### src/rtl/i2c_pkg.sv
// rtl/i2c_pkg.sv - shared FSM states, bus constants and range helper for the I2C slave register bank
package i2c_pkg;

  typedef enum logic [3:0] {
    IDLE,
    DEV,
    ACK_DEV,
    REG,
    ACK_REG,
    WR,
    ACK_WR,
    RD,
    MACK
  } i2c_state_t;

  localparam logic I2C_ACK    = 1'b0;
  localparam int   SYNC_DEPTH = 3;

  function automatic logic reg_in_range(input logic [7:0] addr, input int reg_num);
    return int'({24'd0, addr}) < reg_num;
  endfunction

endpackage

### src/rtl/i2c_bus_cond.sv
// rtl/i2c_bus_cond.sv - SCL/SDA synchronizers with edge, START and STOP detection
module i2c_bus_cond
  import i2c_pkg::*;
(
  input  logic clk,
  input  logic rst,
  input  logic scl_i,
  input  logic sda_i,
  output logic scl_rise,
  output logic scl_fall,
  output logic start_det,
  output logic stop_det,
  output logic sda_s
);

  logic [SYNC_DEPTH-1:0] r_scl_sh;
  logic [SYNC_DEPTH-1:0] r_sda_sh;
  logic                  w_scl_cur;
  logic                  w_scl_prev;
  logic                  w_sda_cur;
  logic                  w_sda_prev;

  // Reset to the idle-high bus level so release from reset never fakes an edge.
  always_ff @(posedge clk or posedge rst) begin
    if (rst) begin
      r_scl_sh <= '1;
      r_sda_sh <= '1;
    end else begin
      r_scl_sh <= {r_scl_sh[SYNC_DEPTH-2:0], scl_i};
      r_sda_sh <= {r_sda_sh[SYNC_DEPTH-2:0], sda_i};
    end
  end

  assign w_scl_cur  = r_scl_sh[SYNC_DEPTH-2];
  assign w_scl_prev = r_scl_sh[SYNC_DEPTH-1];
  assign w_sda_cur  = r_sda_sh[SYNC_DEPTH-2];
  assign w_sda_prev = r_sda_sh[SYNC_DEPTH-1];

  assign scl_rise  = w_scl_cur & ~w_scl_prev;
  assign scl_fall  = ~w_scl_cur & w_scl_prev;
  assign start_det = w_scl_cur & w_scl_prev & w_sda_prev & ~w_sda_cur;
  assign stop_det  = w_scl_cur & w_scl_prev & ~w_sda_prev & w_sda_cur;
  assign sda_s     = w_sda_cur;

endmodule

### src/rtl/i2c_slave_regs.sv
// rtl/i2c_slave_regs.sv - I2C slave register bank; I2C_SLV_AUTOINC_EN enables pointer auto-increment
module i2c_slave_regs
  import i2c_pkg::*;
#(
  parameter logic [6:0] DEV_ADDR = 7'h50,
  parameter int         REG_NUM  = 16,
  parameter logic [7:0] RST_VAL  = 8'h00
) (
  input  logic       clk_50M,
  input  logic       rst,
  input  logic       scl_i,
  input  logic       sda_i,
  output logic       sda_oe,
  output logic       wr_vld,
  output logic [7:0] wr_addr,
  output logic [7:0] wr_data,
  input  logic [7:0] host_raddr,
  output logic [7:0] host_rdata,
  output logic       busy
);

  localparam int AW = (REG_NUM > 1) ? $clog2(REG_NUM) : 1;

  logic       w_scl_rise;
  logic       w_scl_fall;
  logic       w_start;
  logic       w_stop;
  logic       w_sda_s;
  logic [7:0] w_byte_in;
  logic [7:0] w_rd_cur;

  i2c_state_t r_state;
  logic [3:0] r_bit_cnt;
  logic [7:0] r_shift;
  logic [7:0] r_ptr;
  logic       r_rw;
  logic [7:0] r_rd_byte;
  logic       r_mack;
  logic       r_sda_oe;
  logic       r_busy;
  logic       r_wr_vld;
  logic [7:0] r_wr_addr;
  logic [7:0] r_wr_data;
  logic [7:0] r_regs [REG_NUM];

  i2c_bus_cond u_bus_cond (
    .clk       (clk_50M),
    .rst       (rst),
    .scl_i     (scl_i),
    .sda_i     (sda_i),
    .scl_rise  (w_scl_rise),
    .scl_fall  (w_scl_fall),
    .start_det (w_start),
    .stop_det  (w_stop),
    .sda_s     (w_sda_s)
  );

  assign w_byte_in  = {r_shift[6:0], w_sda_s};
  assign w_rd_cur   = reg_in_range(r_ptr, REG_NUM) ? r_regs[r_ptr[AW-1:0]] : 8'h00;
  assign host_rdata = reg_in_range(host_raddr, REG_NUM) ? r_regs[host_raddr[AW-1:0]] : 8'h00;

`ifdef I2C_SLV_AUTOINC_EN
  logic [7:0] w_ptr_nxt;
  logic [7:0] w_rd_nxt;
  assign w_ptr_nxt = r_ptr + 8'd1;
  assign w_rd_nxt  = reg_in_range(w_ptr_nxt, REG_NUM) ? r_regs[w_ptr_nxt[AW-1:0]] : 8'h00;
`endif

  always_ff @(posedge clk_50M or posedge rst) begin
    if (rst) begin
      r_state   <= IDLE;
      r_bit_cnt <= '0;
      r_shift   <= '0;
      r_ptr     <= '0;
      r_rw      <= 1'b0;
      r_rd_byte <= '0;
      r_mack    <= 1'b1;
      r_sda_oe  <= 1'b0;
      r_busy    <= 1'b0;
      r_wr_vld  <= 1'b0;
      r_wr_addr <= '0;
      r_wr_data <= '0;
      for (int i = 0; i < REG_NUM; i++) r_regs[i] <= RST_VAL;
    end else begin
      r_wr_vld <= 1'b0;
      // Bus conditions win over any bit activity seen in the same clock.
      if (w_start) begin
        r_state   <= DEV;
        r_bit_cnt <= '0;
        r_sda_oe  <= 1'b0;
        r_busy    <= 1'b0;
      end else if (w_stop) begin
        r_state  <= IDLE;
        r_sda_oe <= 1'b0;
        r_busy   <= 1'b0;
      end else begin
        case (r_state)
          IDLE: ;
          DEV: begin
            if (w_scl_rise) begin
              r_shift   <= w_byte_in;
              r_bit_cnt <= r_bit_cnt + 4'd1;
            end else if (w_scl_fall && r_bit_cnt == 4'd8) begin
              r_bit_cnt <= '0;
              if (r_shift[7:1] == DEV_ADDR) begin
                r_state  <= ACK_DEV;
                r_sda_oe <= ~I2C_ACK;
                r_busy   <= 1'b1;
                r_rw     <= r_shift[0];
              end else begin
                r_state <= IDLE;
              end
            end
          end
          ACK_DEV: begin
            if (w_scl_fall) begin
              r_bit_cnt <= '0;
              if (r_rw) begin
                r_state   <= RD;
                r_rd_byte <= w_rd_cur;
                r_sda_oe  <= ~w_rd_cur[7];
              end else begin
                r_state  <= REG;
                r_sda_oe <= 1'b0;
              end
            end
          end
          REG: begin
            if (w_scl_rise) begin
              r_shift   <= w_byte_in;
              r_bit_cnt <= r_bit_cnt + 4'd1;
            end else if (w_scl_fall && r_bit_cnt == 4'd8) begin
              r_ptr     <= r_shift;
              r_state   <= ACK_REG;
              r_sda_oe  <= ~I2C_ACK;
              r_bit_cnt <= '0;
            end
          end
          ACK_REG: begin
            if (w_scl_fall) begin
              r_state   <= WR;
              r_sda_oe  <= 1'b0;
              r_bit_cnt <= '0;
            end
          end
          WR: begin
            if (w_scl_rise) begin
              r_shift   <= w_byte_in;
              r_bit_cnt <= r_bit_cnt + 4'd1;
              if (r_bit_cnt == 4'd7) begin
                r_wr_vld  <= 1'b1;
                r_wr_addr <= r_ptr;
                r_wr_data <= w_byte_in;
                if (reg_in_range(r_ptr, REG_NUM)) r_regs[r_ptr[AW-1:0]] <= w_byte_in;
              end
            end else if (w_scl_fall && r_bit_cnt == 4'd8) begin
              r_state   <= ACK_WR;
              r_sda_oe  <= ~I2C_ACK;
              r_bit_cnt <= '0;
            end
          end
          ACK_WR: begin
            if (w_scl_fall) begin
              r_state   <= WR;
              r_sda_oe  <= 1'b0;
              r_bit_cnt <= '0;
`ifdef I2C_SLV_AUTOINC_EN
              r_ptr     <= w_ptr_nxt;
`endif
            end
          end
          RD: begin
            if (w_scl_rise) begin
              r_bit_cnt <= r_bit_cnt + 4'd1;
            end else if (w_scl_fall) begin
              if (r_bit_cnt == 4'd8) begin
                r_state  <= MACK;
                r_sda_oe <= 1'b0;
              end else begin
                r_rd_byte <= {r_rd_byte[6:0], 1'b0};
                r_sda_oe  <= ~r_rd_byte[6];
              end
            end
          end
          MACK: begin
            if (w_scl_rise) begin
              r_mack <= w_sda_s;
            end else if (w_scl_fall) begin
              r_bit_cnt <= '0;
              if (r_mack == I2C_ACK) begin
                r_state <= RD;
`ifdef I2C_SLV_AUTOINC_EN
                r_ptr     <= w_ptr_nxt;
                r_rd_byte <= w_rd_nxt;
                r_sda_oe  <= ~w_rd_nxt[7];
`else
                r_rd_byte <= w_rd_cur;
                r_sda_oe  <= ~w_rd_cur[7];
`endif
              end else begin
                r_state  <= IDLE;
                r_sda_oe <= 1'b0;
              end
            end
          end
          default: r_state <= IDLE;
        endcase
      end
    end
  end

  assign sda_oe  = r_sda_oe;
  assign busy    = r_busy;
  assign wr_vld  = r_wr_vld;
  assign wr_addr = r_wr_addr;
  assign wr_data = r_wr_data;

endmodule
### config.mk
export PLATFORM = sky130hd
export DESIGN_NAME = i2c_slave_regs
export DESIGN_NICKNAME = d
export VERILOG_FILES = /design/src/rtl/i2c_pkg.sv /design/src/rtl/i2c_bus_cond.sv /design/src/rtl/i2c_slave_regs.sv
export SDC_FILE = /design/constraint.sdc
export NUM_CORES = 1
export LEC_CHECK = 0
export BUFFER_PORTS_ARGS = -buffer_cell sky130_fd_sc_hd__buf_2
export CAP_MARGIN = 0
export CORE_MARGIN = 5
export CORE_UTILIZATION = 30
export CTS_CLUSTER_DIAMETER = 150
export DETAILED_ROUTE_END_ITERATION = 7
export PLACE_DENSITY = 0.5
export SETUP_SLACK_MARGIN = 0.4
export SLEW_MARGIN = 40
export SYNTH_ARGS = -nofsm -noshare
export SYNTH_HDL_FRONTEND = slang
export SYNTH_SLANG_ARGS = --single-unit
export TNS_END_PERCENT = 100
### constraint.sdc
create_clock -name clk_50M -period 6.7 [get_ports clk_50M]
set_clock_uncertainty 0.15 [all_clocks]
set_input_delay 0.335 -clock clk_50M [delete_from_list [all_inputs] [get_ports clk_50M]]
set_output_delay 0.335 -clock clk_50M [all_outputs]
set_load 0.1 [all_outputs]
* Word level (Yosys, flattened, before mapping) *
Index checks and enable logic that the tools add are counted.

word-level totals
  input port bits = 12
  output and inout port bits = 27
  word-level logic and storage cells = 191
  flip-flop bits (word level) = 186

cells by class
  multiplexer cells = 72
  reductions and logical operators = 24
  $lt $le $gt $ge = 5
  add/subtract/negate cells = 1
  eq/ne operators = 41
  bitwise operators = 18

operator list
  kind                                                                  count
  128-bit bitwise mux                                                   1
  4-bit two-way mux                                                     22
  8-bit binary-select mux with 4-bit select                             2
  7-bit two-way mux                                                     8
  8-bit two-way mux                                                     7
  8-bit demux with 4-bit select                                         1
  4-bit by 2-bit != test with 1-bit output, second input constant       8
  4-bit case mux with 8 select lines                                    1
  1-bit two-way mux                                                     24
  4-bit != test, second input constant                                  6
  7-bit case mux with 3 select lines                                    1
  4-bit by 3-bit == test with 1-bit output, second input constant       5
  8-bit by 5-bit < comparator with 1-bit output, second input constant  2
  2-bit != test, second input constant                                  8
  4-bit case mux with 4 select lines                                    1
  5-bit AND reduction                                                   3
  14-bit AND reduction                                                  1
  4-bit by 1-bit != test with 1-bit output, second input constant       3
  12-bit AND reduction                                                  1
  4-bit AND reduction                                                   3
  6-bit AND reduction                                                   2
  3-bit nonzero test                                                    4
  11-bit AND reduction                                                  1
  5-bit >= comparator, second input constant                            2
  21 further kinds                                                      44

* Depth between registers and ports, before layout *
  depth after elaboration = 12
  depth in mapped cells = 9
  mapped depth without buffers = 8

* Hierarchy *
Synthesis repeated with hierarchy kept, for this count alone.

unflattened totals
  cell total of the unflattened synthesis = 697
  area total of the unflattened synthesis = 9,789.4 um^2

modules (own cells, without submodules)
  module          area an instance (um^2)  times used  cells each  sequential area each (um^2)
  i2c_slave_regs  9,595.5                  1           686         4,505.6
  i2c_bus_cond    193.9                    1           11          157.7

* Least setup slack after synthesis *
Ideal clock, no wire load.

  path kind = input to output
  start point = input port host_raddr[1]
  end point = output port host_rdata[0]
  buffers on the path = 3
  data required time = 6.215 ns
  stages = 6
  arrival time = 2.994 ns
  setup slack = 3.221 ns
  cells stage by stage = clkbuf_1 > clkbuf_1 > buf_2 > mux4_2 > mux4_2 > nor2b_1

on the way
  longest elaborated chain between the ends = 5
  elaborated cells between the ends (all ways) = 6
  classes of those cells = order compare: 1; mux: 4; bitwise: 1

RTL lines
  element                                                 RTL line              RTL
  from (decl)                                             i2c_slave_regs.sv:17  input logic [7:0] host_raddr,
  4-bit inverter with 5-bit output (implied by the code)  i2c_slave_regs.sv:60  assign host_rdata = reg_in_range(host_raddr, REG_NUM) ? r_regs[host_raddr[AW-1:0]] : 8'h00;
  8-bit binary-select mux with 4-bit select               i2c_slave_regs.sv:60
  8-bit two-way mux (implied by the code) (2 in series)   i2c_slave_regs.sv:60
  8-bit two-way mux (*)                                   i2c_slave_regs.sv:60
  to (decl)                                               i2c_slave_regs.sv:18  output logic [7:0] host_rdata,

Every way passes the cells marked *; elsewhere a longest branch is shown, timed or not. The select of a mux whose other input is x is not followed.

* Final worst setup path *
  start point = register r_state[2]
  end point = register r_regs[49] in the netlist's numbering

on the way
  longest elaborated chain between the ends = 2

RTL lines
  element                                   RTL line               RTL
  from (decl)                               i2c_slave_regs.sv:32   i2c_state_t r_state;
  from (signal assigned)                    i2c_slave_regs.sv:71   r_state <= IDLE;
  from (signal assigned)                    i2c_slave_regs.sv:88   r_state <= DEV;
  from (signal assigned)                    i2c_slave_regs.sv:93   r_state <= IDLE;
  4-bit by 3-bit == test with 1-bit output  i2c_slave_regs.sv:97   case (r_state)
  6-bit AND reduction (no line)             n/a
  to (signal, indexed assignment)           i2c_slave_regs.sv:154  if (reg_in_range(r_ptr, REG_NUM)) r_regs[r_ptr[AW-1:0]] <= w_byte_in;
  to (decl)                                 i2c_slave_regs.sv:44   logic [7:0] r_regs [REG_NUM];

Every way passes these cells.
A chain may end at the register's enable or synchronous reset.

==> insert_results.sql <==
INSERT INTO impl_metrics (metric_group, metric, value, unit) VALUES
('outcome', 'outcome', 'finished clean', ''),
('clock_tree', 'clk_transition_reported_paths', '0.07', 'ns'),
('routing', 'route.vias.total', '5894', ''),
('grt', 'maximum_number_of_pins_on_one_net_before_global_route_repair', '118', ''),
('worst_setup_path', 'timing.setup.critical_path_class', 'flop to flop', ''),
('grt', 'grt_first_pass_wirelength', '39800', 'um'),
('place', 'place.port_buffers', '38', ''),
('die', 'design.die.area', '35900', 'um^2'),
('synth', 'number_of_warnings_printed_during_yosys_synthesis', '0', ''),
('grt', 'grt_usage', '14.6', '%'),
('die', 'io_pins', '39', ''),
('grt', 'global_route.overflow_total', '0', ''),
('clock_tree', 'clock_tree.htree_level_count', '4', ''),
('synth', 'yosysSeqAreaShare', '48.3', '%'),
('routing', 'detail_route.wl_per_cell', '23.5', 'um'),
('worst_setup_path', 'worst-path-max-fanout', '20', ''),
('timing', 'worst_slack', '3.47', 'ns'),
('place', 'place_congestion', '0.796', ''),
('power', 'power.density', '237', 'nW/um^2'),
('timing', 'setup_repair_after_global_routing_missed_its_margin', 'false', ''),
('synth', 'synth-async-reset-ratio', '100', '%'),
('clock_tree', 'post-cts-setup-buffers', '0', ''),
('synth', 'ys.flop_type', 'sky130_fd_sc_hd__dfrtp_1', ''),
('cells_and_area', 'design.final.nets', '689', ''),
('synth', 'postSynthRegisterBits', '186', ''),
('worst_hold_path', 'timing.hold.worst.class', 'flop to flop', ''),
('routing', 'detailed_route_vias_per_instance', '5.41', ''),
('place', 'dpl_worst_slack', '3.53', 'ns'),
('die', 'floorplan.die.height', '189', 'um'),
('flow_run', 'max_cap_viol_count', '0', ''),
('worst_setup_path', 'startpoint_type', 'flop', ''),
('worst_setup_path', 'setup.worst_path.end_class', 'flop', ''),
('timing', 'clock.fmax', '310', 'MHz'),
('synth', 'post_syn_instances', '658', ''),
('synth', 'synth_area_leader_cell', 'sky130_fd_sc_hd__dfrtp_1', ''),
('synth', 'synth-edff-count', '0', ''),
('timing', 'relSlewSlack', '43.9', '%'),
('clock_tree', 'numCtsBuffers', '17', ''),
('worst_setup_path', 'crit_required', '6.87', 'ns'),
('clock_tree', 'tritoncts', 'yes', ''),
('synth', 'netlist.area_leader.share', '46.4', '%'),
('timing', 'finalWorstPathRequiredPeriod', '3.23', 'ns'),
('die', 'core', '31600', 'um^2'),
('die', 'rows', '65', ''),
('place', 'placedInstanceArea', '10200', 'um^2'),
('power', 'totalPowerFinal', '2.58', 'mW'),
('synth', 'syn_area_per_cell', '14.7', 'um^2'),
('synth', 'yosys-top-cells-area', 'sky130_fd_sc_hd__dfrtp_1, sky130_fd_sc_hd__mux2_2, sky130_fd_sc_hd__mux4_2, sky130_fd_sc_hd__dfstp_2, sky130_fd_sc_hd__clkbuf_1', ''),
('routing', 'ant_nets', '0', ''),
('cells_and_area', 'syn_to_final_growth', '12.7', '%'),
('routing', 'drt_wl_total', '25600', 'um'),
('worst_setup_path', 'arrival', '3.40', 'ns'),
('grt', 'grt_antenna_before_repair', '0', ''),
('power', 'ir_worst_vdd', '0.124', 'mV'),
('cells_and_area', 'layout-drive-gt1-share', '51.0', '%'),
('synth', 'synth.lib_cells_used.distinct', '56', ''),
('cells_and_area', 'nFillCells', '2984', ''),
('cells_and_area', 'antenna-diode-count', '0', ''),
('cells_and_area', 'postLayoutCellArea', '10900', 'um^2'),
('grt', 'grt_pass1_vias', '6450', ''),
('clock_tree', 'cts-root-buf', 'sky130_fd_sc_hd__clkbuf_16', ''),
('place', 'hpwl', '16400', 'um'),
('clock_tree', 'clock_latency', '0.44', 'ns'),
('synth', 'yosys.cell_count.top_type', 'sky130_fd_sc_hd__dfrtp_1', ''),
('routing', 'detail_route.iter0.violations', '398', ''),
('clock_tree', 'cts_buffer_depth', '2', ''),
('timing', 'finalHoldViolations', '0', ''),
('timing', 'layout_worst_path_cycle_share', '48.2', '%'),
('synth', 'post_synth_instance_area', '9650', 'um^2'),
('power', 'leakagePower', '4.86', 'nW'),
('timing', 'final.setup.tns', '0', 'ns'),
('timing', 'setup-violations-final', '0', ''),
('die', 'start_util', '30.5', '%'),
('die', 'die_x', '189', 'um'),
('synth', 'synth_common_cells', 'sky130_fd_sc_hd__dfrtp_1, sky130_fd_sc_hd__mux2_2, sky130_fd_sc_hd__mux4_2, sky130_fd_sc_hd__clkbuf_1, sky130_fd_sc_hd__nand2_1', ''),
('routing', 'remaining_drc_errors', '0', ''),
('clock_tree', 'clock_sinks', '186', ''),
('timing', 'tightestPinTransition', '0.841', 'ns'),
('routing', 'drt_pre_antenna_iters', '5', ''),
('synth', 'synth_nets', '672', ''),
('timing', 'timing.final.max_slew_violations', '0', '');
[metrics by stage]
| stage | hold slack, ns | cells | utilization [%] |
|---|---|---|---|
| 6_report | 0.206 | 1090 | 34.4 |
| 5_1_grt | 0.211 | 1090 | 34.4 |
| 4_1_cts | 0.207 | 1090 | 34.3 |
| 3_5_place_dp | 0.197 | 1055 | 32.3 |
| 3_3_place_gp | 0.197 | 1054 | 32.2 |
| 2_1_floorplan | 0.189 | 658 | - |
[per-layer routing]
metal | routed length [um] | up-vias | track usage (%) | share of wire (%)
met2 | 12900 | 141 | 24.9 | 51
met1 | 11100 | 3184 | 19.0 | 44
met4 | 572 | 0 | 4.67 | 2.2
met5 | 0 | - | 0 | 0
li1 | - | 2536 | - | -
met3 | 938 | 33 | 2.69 | 3.7
[critical path: stages (launching register included)]
cell                       delay, ns
sky130_fd_sc_hd__dfrtp_1        0.72
sky130_fd_sc_hd__nor4bb_1       0.52
sky130_fd_sc_hd__nand4_1        0.24
sky130_fd_sc_hd__inv_1          0.12
sky130_fd_sc_hd__nand3b_1       0.20
sky130_fd_sc_hd__nor2_2         0.75
sky130_fd_sc_hd__mux2_2         0.42
[power breakdown]
part / total (mW) / switching [mW] / internal [mW]
registers: 1.32 / 0.162 / 1.16
clock network: 1.07 / 0.498 / 0.573
logic: 0.185 / 0.111 / 0.0749
[layout make-up]
| cell class | instances | area [um^2] | area share [%] |
|---|---|---|---|
| clock buffers | 17 | 425 | 3.91 |
| clock inverters | 15 | 195 | 1.79 |
| inverters | 10 | 50.0 | 0.460 |
| multi-input cells | 410 | 4730 | 43.5 |
| flip-flops and latches | 186 | 4670 | 42.9 |
| well taps | 402 | 503 | 4.62 |
| repair buffers | 50 | 303 | 2.78 |
[cell families after synthesis]
group / after synthesis / share of synthesized area, %
DFF: 186 / 48.3
buffers and inverters: 62 / 2.66
xor gates and xnor gates: 3 / 0.272
and+or+nand+nor: 100 / 6.25
AOI/OAI and AO/OA: 54 / 3.89
muxes: 251 / 38.3
adders and majority gates: 2 / 0.259
[placed cells by master (no fill, tap or decap), types with 8 or more instances in the layout]
| cell | count |
|---|---|
| sky130_fd_sc_hd__nand2_1 | 16 |
| sky130_fd_sc_hd__nor2_1 | 15 |
| sky130_fd_sc_hd__clkbuf_16 | 17 |
| sky130_fd_sc_hd__dfrtp_1 | 177 |
| sky130_fd_sc_hd__buf_2 | 37 |
| sky130_fd_sc_hd__nor2b_1 | 14 |
| sky130_fd_sc_hd__a22o_1 | 10 |
| sky130_fd_sc_hd__nand2b_1 | 9 |
| sky130_fd_sc_hd__inv_1 | 8 |
| sky130_fd_sc_hd__mux4_2 | 78 |
| sky130_fd_sc_hd__mux2_2 | 167 |
| sky130_fd_sc_hd__buf_4 | 9 |
| sky130_fd_sc_hd__a21oi_1 | 12 |
[final timing paths]
path                                   startpoint  slack, ns                     end  depth (start not counted)
max in group asynchronous                     rst       4.83              r_regs[70]                          5
setup / recovery                       r_state[2]       3.47              r_regs[49]                          6
setup reg to reg                       r_state[2]       3.47              r_regs[49]                          6
min in group asynchronous                     rst       0.37              wr_data[1]                          3
hold reg to reg            u_bus_cond.r_scl_sh[0]       0.21  u_bus_cond.r_scl_sh[1]                          0
hold / removal             u_bus_cond.r_scl_sh[0]       0.21  u_bus_cond.r_scl_sh[1]                          0
[timing repair]
action,CTS,global route
hold buffers,3,0
gates resized for setup,0,0
hold endpoints to repair,111,0
[flip-flops by register name, summed over array words and instances (netlist names)]
register,flops
r_ptr,8
u_bus_cond.r_scl_sh,3
r_regs,128
r_rd_byte,7
wr_data,8
r_bit_cnt,4
u_bus_cond.r_sda_sh,3
r_mack,1
wr_addr,8
wr_vld,1
r_shift,8
r_state,4
busy,1
sda_oe,1
r_rw,1
Power figures use the tool's default switching activity.
